$ cat src/rtl/reset_seq_pkg.sv
// -----------------------------------------------------------------------------
// reset_seq_pkg
//   Shared types and width helpers for the reset sequencer.
//   - state_e       : sequencer state encoding (HOLD, RELEASE, DONE)
//   - clog2 / max2  : elaboration-time helpers used to size the hold/gap
//                     counter and the o_stage output
// -----------------------------------------------------------------------------
package reset_seq_pkg;

  typedef enum logic [1:0] {
    ST_HOLD    = 2'd0,
    ST_RELEASE = 2'd1,
    ST_DONE    = 2'd2
  } state_e;

  // Smallest r such that 2**r >= value (0 for value <= 1).
  function automatic int clog2(input int value);
    int r;
    r = 0;
    for (int i = 0; i < 31; i++) begin
      if ((64'd1 << i) < 64'(value)) begin
        r = i + 1;
      end else begin
        r = r;
      end
    end
    return r;
  endfunction

  function automatic int max2(input int a, input int b);
    return (a > b) ? a : b;
  endfunction

  // Counter must be able to hold the larger of the two terminal counts.
  function automatic int counter_width(input int reset_cycles, input int stage_gap);
    return clog2(max2(reset_cycles, stage_gap) + 1);
  endfunction

  // o_stage counts 0..N_CH released channels.
  function automatic int stage_width(input int n_ch);
    return clog2(n_ch + 1);
  endfunction

endpackage

$ cat src/rtl/sync_2ff.sv
// -----------------------------------------------------------------------------
// sync_2ff
//   Generic two-flop synchroniser for a single asynchronous level input.
//   Adds two cycles of latency. Both flops clear to 0 on i_rst so the
//   synchronised value is well defined straight after a sequencer reset.
//
// Ports
//   i_clk : destination clock
//   i_rst : synchronous, active-high reset
//   i_d   : asynchronous input level
//   o_q   : synchronised output level
// -----------------------------------------------------------------------------
module sync_2ff (
  input  logic i_clk,
  input  logic i_rst,
  input  logic i_d,
  output logic o_q
);

  logic r_meta;
  logic r_sync;

  // Two-stage capture of the asynchronous input.
  always_ff @(posedge i_clk) begin
    if (i_rst) begin
      r_meta <= 1'b0;
      r_sync <= 1'b0;
    end else begin
      r_meta <= i_d;
      r_sync <= r_meta;
    end
  end

  assign o_q = r_sync;

endmodule

$ cat src/rtl/reset_seq.sv
// -----------------------------------------------------------------------------
// reset_seq
//   Power-on / soft reset sequencer. Holds N_CH active-low resets low for
//   RESET_CYCLES qualifying cycles after the clock source reports lock, then
//   releases them one at a time, STAGE_GAP cycles apart, lowest index first.
//   Loss of lock or a soft-reset request re-asserts every channel at once and
//   restarts the whole sequence.
//
// Parameters
//   RESET_CYCLES : initial hold length after lock (>= 1)
//   STAGE_GAP    : cycles between consecutive releases (0 = all together)
//   N_CH         : number of reset channels (>= 1)
//   SYNC_IN      : 1 = pass i_lock / i_rst_req through sync_2ff
//
// Ports
//   i_clk      : sequencer clock
//   i_rst      : synchronous, active-high reset of the sequencer
//   i_lock     : clock source locked
//   i_rst_req  : soft-reset request level, active-high
//   o_rstn     : per-channel active-low resets, bit 0 released first
//   o_rst_done : high once every channel is released
//   o_stage    : number of channels currently released
// -----------------------------------------------------------------------------
module reset_seq
  import reset_seq_pkg::*;
#(
  parameter int RESET_CYCLES = 100000,
  parameter int STAGE_GAP    = 1000,
  parameter int N_CH         = 4,
  parameter int SYNC_IN      = 1
) (
  input  logic                              i_clk,
  input  logic                              i_rst,
  input  logic                              i_lock,
  input  logic                              i_rst_req,
  output logic [N_CH-1:0]                   o_rstn,
  output logic                              o_rst_done,
  output logic [stage_width(N_CH)-1:0]      o_stage
);

  localparam int CW = counter_width(RESET_CYCLES, STAGE_GAP);
  localparam int SW = stage_width(N_CH);

  localparam logic [CW-1:0] CNT_ZERO  = '0;
  localparam logic [CW-1:0] CNT_ONE   = CW'(1);
  localparam logic [CW-1:0] HOLD_LAST = CW'(RESET_CYCLES - 1);
  // Only meaningful when STAGE_GAP >= 1; with a zero gap RELEASE is never entered.
  localparam logic [CW-1:0] GAP_LAST  = CW'(STAGE_GAP - 1);

  localparam logic [SW-1:0] STAGE_ZERO = '0;
  localparam logic [SW-1:0] STAGE_ONE  = SW'(1);
  localparam logic [SW-1:0] STAGE_ALL  = SW'(N_CH);
  localparam logic [SW-1:0] STAGE_PRE  = SW'(N_CH - 1);

  localparam logic [N_CH-1:0] RSTN_NONE  = '0;
  localparam logic [N_CH-1:0] RSTN_ALL   = {N_CH{1'b1}};
  localparam logic [N_CH-1:0] RSTN_FIRST = N_CH'(1);

  // With no gap (or a single channel) the hold ends straight in DONE.
  localparam bit DIRECT_DONE = (STAGE_GAP == 0) || (N_CH == 1);

  logic w_lk;
  logic w_rq;
  logic w_abort;
  logic [N_CH-1:0] w_rstn_next;

  state_e            r_state;
  logic [CW-1:0]     r_cnt;
  logic [N_CH-1:0]   r_rstn;
  logic              r_rst_done;
  logic [SW-1:0]     r_stage;

  generate
    if (SYNC_IN != 0) begin : g_sync
      sync_2ff u_sync_lock (
        .i_clk (i_clk),
        .i_rst (i_rst),
        .i_d   (i_lock),
        .o_q   (w_lk)
      );
      sync_2ff u_sync_req (
        .i_clk (i_clk),
        .i_rst (i_rst),
        .i_d   (i_rst_req),
        .o_q   (w_rq)
      );
    end else begin : g_direct
      assign w_lk = i_lock;
      assign w_rq = i_rst_req;
    end
  endgenerate

  // Lock loss and soft request are treated identically.
  assign w_abort = !w_lk || w_rq;

  // Outputs form a thermometer code, so releasing the next channel is a
  // left shift with a 1 filled in at the bottom.
  assign w_rstn_next = N_CH'({r_rstn, 1'b1});

  // Sequencer FSM with registered outputs.
  always_ff @(posedge i_clk) begin
    if (i_rst) begin
      r_state    <= ST_HOLD;
      r_cnt      <= CNT_ZERO;
      r_rstn     <= RSTN_NONE;
      r_rst_done <= 1'b0;
      r_stage    <= STAGE_ZERO;
    end else begin
      case (r_state)
        ST_HOLD: begin
          r_rstn     <= RSTN_NONE;
          r_rst_done <= 1'b0;
          r_stage    <= STAGE_ZERO;
          if (w_abort) begin
            // Hold restarts from zero rather than pausing.
            r_cnt <= CNT_ZERO;
          end else if (r_cnt == HOLD_LAST) begin
            r_cnt <= CNT_ZERO;
            if (DIRECT_DONE) begin
              r_state    <= ST_DONE;
              r_rstn     <= RSTN_ALL;
              r_rst_done <= 1'b1;
              r_stage    <= STAGE_ALL;
            end else begin
              r_state <= ST_RELEASE;
              r_rstn  <= RSTN_FIRST;
              r_stage <= STAGE_ONE;
            end
          end else begin
            r_cnt <= r_cnt + CNT_ONE;
          end
        end

        ST_RELEASE: begin
          if (w_abort) begin
            // Abort wins over a release due on the same edge.
            r_state    <= ST_HOLD;
            r_cnt      <= CNT_ZERO;
            r_rstn     <= RSTN_NONE;
            r_rst_done <= 1'b0;
            r_stage    <= STAGE_ZERO;
          end else if (r_cnt == GAP_LAST) begin
            r_cnt   <= CNT_ZERO;
            r_rstn  <= w_rstn_next;
            r_stage <= r_stage + STAGE_ONE;
            if (r_stage == STAGE_PRE) begin
              r_state    <= ST_DONE;
              r_rst_done <= 1'b1;
            end else begin
              r_state    <= ST_RELEASE;
              r_rst_done <= 1'b0;
            end
          end else begin
            r_cnt <= r_cnt + CNT_ONE;
          end
        end

        ST_DONE: begin
          if (w_abort) begin
            r_state    <= ST_HOLD;
            r_cnt      <= CNT_ZERO;
            r_rstn     <= RSTN_NONE;
            r_rst_done <= 1'b0;
            r_stage    <= STAGE_ZERO;
          end else begin
            r_cnt      <= CNT_ZERO;
            r_rstn     <= RSTN_ALL;
            r_rst_done <= 1'b1;
            r_stage    <= STAGE_ALL;
          end
        end

        default: begin
          r_state    <= ST_HOLD;
          r_cnt      <= CNT_ZERO;
          r_rstn     <= RSTN_NONE;
          r_rst_done <= 1'b0;
          r_stage    <= STAGE_ZERO;
        end
      endcase
    end
  end

  assign o_rstn     = r_rstn;
  assign o_rst_done = r_rst_done;
  assign o_stage    = r_stage;

endmodule

$ cat config.mk
export PLATFORM = sky130hd
export DESIGN_NAME = reset_seq
export DESIGN_NICKNAME = d
export VERILOG_FILES = /design/src/rtl/reset_seq_pkg.sv /design/src/rtl/sync_2ff.sv /design/src/rtl/reset_seq.sv
export SDC_FILE = /design/constraint.sdc
export NUM_CORES = 1
export LEC_CHECK = 0
export ABC_AREA = 0
export BUFFER_PORTS_ARGS = -buffer_cell sky130_fd_sc_hd__buf_2
export CORE_ASPECT_RATIO = 1.75
export CORE_UTILIZATION = 44
export CTS_CLUSTER_SIZE = 25
export DETAILED_ROUTE_END_ITERATION = 7
export HOLD_SLACK_MARGIN = 0.03
export PLACE_DENSITY = 0.68
export SYNTH_ARGS = -nofsm -noshare
export SYNTH_HDL_FRONTEND = slang
export SYNTH_HIERARCHICAL = 1
export SYNTH_SLANG_ARGS = --single-unit
$ cat constraint.sdc
create_clock -name i_clk -period 2.5 [get_ports i_clk]
set_clock_uncertainty 0.05 [all_clocks]
set_input_delay 0.5 -clock i_clk [delete_from_list [all_inputs] [get_ports i_clk]]
set_output_delay 0.5 -clock i_clk [all_outputs]
set_load 0.03 [all_outputs]
---- Word-level counts from Yosys, hierarchy flattened ----
Cells that the tools add are included.
cells by class
  multiply operators ...................... 0
  reductions and logical operators ........ 4
  shifts and indexed selects .............. 0
  equality and inequality tests ........... 9
  $add $sub $neg .......................... 2
  bitwise logic cells ..................... 0
  divide/modulo/power cells ............... 0
  multiplexer cells ....................... 29
  $lt $le $gt $ge ......................... 0
operators with widths
  operator                                                count
  two-way mux 17 bit                                      4
  case mux 17 bit (2 select lines)                        1
  adder 17 x 1 -> 17 bit (second input constant)          1
  equality test 17 x 10 -> 1 bit (second input constant)  1
  equality test 17 bit (second input constant)            1
  two-way mux 2 bit                                       6
  two-way mux 4 bit                                       3
  case mux 4 bit (3 select lines)                         1
  two-way mux 3 bit                                       3
  case mux 3 bit (3 select lines)                         1
  two-way mux 1 bit                                       8
  inequality test 2 bit (second input constant)           3
  case mux 2 bit (3 select lines)                         1
  AND reduction 4 bit                                     1
  adder 3 x 1 -> 3 bit (second input constant)            1
  equality test 3 x 2 -> 1 bit (second input constant)    1
  inequality test 3 bit (second input constant)           1
  equality test 2 x 1 -> 1 bit (second input constant)    1
  equality test 2 bit (second input constant)             1
  zero test 2 bit                                         1
  case mux 1 bit (2 select lines)                         1
  zero test 1 bit                                         1
  logical OR 1 bit                                        1
word-level totals
  memory bits (writable) .................. 0
  output and inout bits ................... 8
  ROM bits ................................ 0
  latch bits .............................. 0
  memories ................................ 0
  flip-flop bits (word level) ............. 31

---- Depth between registers and ports, before layout ----
  word-level depth ........................ 5
  mapped depth ............................ 7
  gate-level depth less buffers ........... 7

---- Modules after synthesis ----
The synthesis kept the hierarchy.
modules (own cells, without submodules)
  module     area an instance (um2)  cells each  instances  seq. area each (um2)
  reset_seq  1337.5                  157         1          540.5
  sync_2ff   52.6                    4           2          40.0

---- Least setup slack after synthesis ----
OpenSTA, ideal clock, no wires.
  path kind ............................... register to register
  from .................................... register r_cnt[0]
  to ...................................... register r_state[0]
  path slack .............................. 747 ps
  clock period less this slack ............ 1753 ps
  arrival time ............................ 1616 ps
  required time ........................... 2363 ps
  cell stages (with the launch flop) ...... 7
  setup time .............................. 87 ps
  cell sequence ........................... dfxtp_1 ha_1 and2_1 nand2_1 o31a_1 or4_1 o31ai_1
between the ends
  cells in the longest elaborated chain, start to end .. 3
RTL lines
  element                                                                          line                                RTL
  start, declared                                                                  reset_seq.sv:68                     logic [CW-1:0] r_cnt;
  start signal, assigned                                                           reset_seq.sv:130                    r_cnt <= r_cnt + CNT_ONE;
  start signal, assigned                                                           reset_seq.sv:154                    r_cnt <= r_cnt + CNT_ONE;
  equality test 17 x 10 -> 1 bit or equality test 17 bit (tied branches)           reset_seq.sv:142, reset_seq.sv:117
  inequality test 3 bit (no source line) or inequality test 2 bit (tied branches)  -
  AND reduction 4 bit (no source line) *                                           -
  end signal, assigned                                                             reset_seq.sv:137                    r_state <= ST_HOLD;
  end signal, assigned                                                             reset_seq.sv:147                    r_state <= ST_DONE;
  end signal, assigned                                                             reset_seq.sv:150                    r_state <= ST_RELEASE;
  end, declared                                                                    reset_seq.sv:67                     state_e r_state;
Every way passes the cells marked *; elsewhere a longest branch is shown, timed or not.
A chain may end at the register's enable or synchronous reset.

---- Final worst setup path ----
  from .................................... register r_cnt[0]
  to ...................................... register r_state[1]
The elaborated chain is that of the path after synthesis.

==> Flow_metrics.wiki <==
{| class="wikitable"
! Metric !! Value
|-
| Clk Tree Root Cell || sky130_fd_sc_hd__clkbuf_8
|-
| Worst-path fanout max || 13
|-
| Global-route wire length before repair || around 4.6 mm
|-
| Synth top area share || between 40% and 50%
|-
| Critical path arrival || ~2.2 ns
|-
| Die width || ~45 um
|-
| Setup CP Type || reg -> reg
|-
| FF+latch count, synth || 31
|-
| Class of the tightest hold or removal check || in -> reg
|-
| Achievable Freq || approximately 480 MHz
|-
| RR Startpoint || r_cnt[0]$_SDFF_PP0_
|-
| Cell chain of the critical path || ha_1 -> and2_1 -> nand2_1 -> o31a_1 -> or4_1 -> o31ai_1
|-
| H-tree lvl count || 2
|-
| Period Utilization, post-route || roughly 83%
|-
| Min-Delay Path Depth || 2
|-
| Count of flip-flops with a built-in enable after synthesis || 0
|-
| Number of global-route vias before repair || ~1200
|-
| Library cells used by synthesis || 36
|-
| Largest net degree at the start of global routing || 18
|-
| Hpwl dp || about 2.1 mm
|-
| Count of max-cap constraint violations || 0
|-
| Outcome || finished, final reports clean
|-
| Max stage delay cell, worst path || sky130_fd_sc_hd__or4_1
|-
| Number of standard cells in the layout, taps in and fillers out || about 230
|-
| DR vias || 1180
|-
| Delay-heaviest family, CP || simple AND/OR/NAND/NOR gates
|-
| Number of nets in the finished design || between 150 and 200
|-
| Avg WL per Cell || approximately 13 um
|-
| List of most frequent post-synthesis cells || sky130_fd_sc_hd__dfxtp_1, sky130_fd_sc_hd__nor2_1, sky130_fd_sc_hd__nand2_1
|-
| Tmin final || roughly 2.1 ns
|-
| Layout filler cell count || ~300
|-
| LEAKAGE || a little over 0.6 nW
|-
| Worst relative slew slack || between 60% and 70%
|-
| Number of antenna violations at the first check in global routing || 0
|-
| Library cell with the highest instance count after synthesis || sky130_fd_sc_hd__dfxtp_1
|-
| Number of ports placed on the die boundary || 12
|-
| Unrepaired setup endpoints after global routing || no
|-
| Netlist area before placement || roughly 1400 um2
|-
| Number of placed instances, taps included || 217
|-
| Congestion Overflow GR || 0
|-
| Die Ht || around 80 um
|-
| Peak supply drop || around 0.00039 V
|-
| Critical path endpoint category || flip-flop
|-
| Overall track demand over capacity in global routing || between 10% and 20%
|-
| Final hold vios || 0
|-
| Placer Congestion || ~0.8
|-
| Synth Net Count || ~180
|-
| Final setup fails || 0
|-
| Full die area || ~3500 um2
|-
| Worst Max-Slew Pin Slew || just under 0.6 ns
|-
| TNS Setup || 0 ns
|-
| Clock latency on the worst-skew pair || ~0.28 ns
|-
| Clk pin slew, worst setup/hold paths || 0.06 ns
|-
| Post-CTS setup buffers || 0
|-
| Leading post-synthesis cells by cell area || sky130_fd_sc_hd__dfxtp_1, sky130_fd_sc_hd__nor2_1, sky130_fd_sc_hd__ha_1
|-
| Launch instance of the worst min-delay path || i_lock
|-
| Top flip-flop cell by instance count after synthesis || sky130_fd_sc_hd__dfxtp_1
|-
| Combined buffer and inverter count along the critical path || 0
|-
| I/O Buffers || 11
|-
| Synth warnings || 6
|-
| CTS max path bufs || 2
|-
| Initial DRC Count || 29
|-
| Sequential-to-total area share from yosys stat || about 43%
|-
| Row count || 27
|-
| Hold buffers post-CTS || 0
|-
| Endpoint required time on the critical path || 2.64 ns
|-
| Cell type with the highest aggregate area in the netlist || sky130_fd_sc_hd__dfxtp_1
|-
| Register-to-register setup slack || ~0.44 ns
|-
| Mapped Avg Cell Area || between 8 and 9 um2
|-
| Overall routed net length || about 2.8 mm
|-
| Crit-path max cell delay || between 0.5 and 0.6 ns
|-
| Post-Syn Instances || between 150 and 200
|-
| Critical R2R Capture || r_state[1]$_SDFFE_PP0P_
|-
| Total power per unit cell area || roughly 630 nW/um2
|-
| Proportion of layout cells with a drive suffix above 1 || 13.2%
|-
| Routed Antenna Nets || 0
|-
| Pre-antenna DRT Iters || 4
|-
| Startpoint type of the worst setup path || flip-flop
|-
| Fraction of registers with async set/reset || 0%
|-
| Clk sinks || 31
|-
| TritonCTS clock tree || done
|-
| Syn-to-layout area delta || 15.1%
|-
| Max-slew violations || 0
|-
| ANT cells || 0
|-
| Count of cells resized by post-cts repair || 0
|-
| Number of buffers created by CTS || 5
|-
| Via-to-Cell Ratio || 5.24
|-
| DRC violation count after routing || 0
|-
| Cell depth of the worst flop-to-flop path || 6
|-
| Core box area || 3140 um2
|-
| Destination of the worst hold path || g_sync.u_sync_lock/r_meta$_SDFF_PP0_
|-
| Starting utilization of the core area || a little under half
|}
## metrics by stage
| step | setup slack, ns | util [%] | hold WS [ns] | cell area, um2 | power [mW] |
|---|---|---|---|---|---|
| after CTS | 0.437 | 52.8 | 0.379 | 1660 | 1.05 |
| after detailed placement | 0.453 | 49.1 | 0.380 | 1540 | 0.547 |
| after floorplan | 0.747 | - | 0.364 | 1440 | 0.537 |
| after global routing | 0.323 | 52.8 | 0.392 | 1660 | 1.07 |
| after global placement | 0.528 | 49.1 | 0.369 | 1540 | 0.544 |
| final | 0.437 | 52.8 | 0.385 | 1660 | 1.04 |
## worst register-to-register path, delay by kind of cell (launching register included)
family                   cells  cell delay (ns)
AND/OR/NAND/NOR              3             0.81
flip-flops                   1             0.36
adder cells (fa/ha/maj)      1             0.23
AO/OA/AOI/OAI                2             0.54
## layout make-up
class | count | area, um2 | share of cell area, %
Inverter | 4 | 15.0 | 0.904
Timing Repair Buffer | 12 | 62.6 | 3.77
Clock inverter | 2 | 35.0 | 2.11
Clock buffer | 6 | 82.6 | 4.97
Tap cell | 43 | 53.8 | 3.24
Multi-Input combinational cell | 127 | 791 | 47.6
Sequential cell | 31 | 621 | 37.4
## layer usage
layer	vias to the layer above	GRT usage [%]	wire, um
li1	594	-	-
met1	544	15.9	1130
met2	33	32.5	1530
met3	9	3.72	77
met4	0	9.70	94
met5	-	0	0
## cell usage in the layout, fill, tap and decap left out, types with 5 or more instances in the layout
cell type and n:
sky130_fd_sc_hd__dfxtp_1 31, sky130_fd_sc_hd__nor2_1 30, sky130_fd_sc_hd__nand2_1 18, sky130_fd_sc_hd__buf_2 11, sky130_fd_sc_hd__nand3_1 9, sky130_fd_sc_hd__a21oi_1 8, sky130_fd_sc_hd__xor2_1 8, sky130_fd_sc_hd__xnor2_1 7
sky130_fd_sc_hd__ha_1 7, sky130_fd_sc_hd__clkbuf_8 6, sky130_fd_sc_hd__nor2b_1 5
## how the worst max path moves through the flow
stage                                    from                 endpoint  slack [ns]  cells after the start
after floorplan           r_cnt[0]$_SDFF_PP0_  r_state[0]$_SDFFE_PP0P_        0.75                      6
after global placement    r_cnt[0]$_SDFF_PP0_  r_state[0]$_SDFFE_PP0P_        0.53                      6
after detailed placement  r_cnt[0]$_SDFF_PP0_  r_state[1]$_SDFFE_PP0P_        0.45                      6
after CTS                 r_cnt[0]$_SDFF_PP0_  r_state[1]$_SDFFE_PP0P_        0.44                      6
after global routing      r_cnt[0]$_SDFF_PP0_  r_state[0]$_SDFFE_PP0P_        0.32                      6
final                     r_cnt[0]$_SDFF_PP0_  r_state[1]$_SDFFE_PP0P_        0.44                      6
## registers in the layout, indices dropped and copies added (netlist names)
register	count
g_sync.u_sync_lock/o_q	1
g_sync.u_sync_lock/r_meta	1
g_sync.u_sync_req/o_q	1
g_sync.u_sync_req/r_meta	1
o_rst_done	1
o_rstn	4
o_stage	3
r_cnt	17
r_state	2
## where the power goes
| group | switching [mW] | total [mW] | internal, mW | leakage, nW |
|---|---|---|---|---|
| combinational | 0.0201 | 0.0330 | 0.0129 | 0.302 |
| sequential | 0.00373 | 0.503 | 0.499 | 0.251 |
| clock | 0.182 | 0.504 | 0.322 | 0.0612 |
## logic make-up after synthesis
kind of cell	count (synthesis)	synth area share, %
compound gates	20	9.71
fa+ha+maj	7	6.07
xor+xnor	15	9.11
simple gates	84	29.2
flops	31	43.0
mux	1	0.694
buf+inv	7	2.17
No activity file was read; power rests on OpenSTA's default activity.
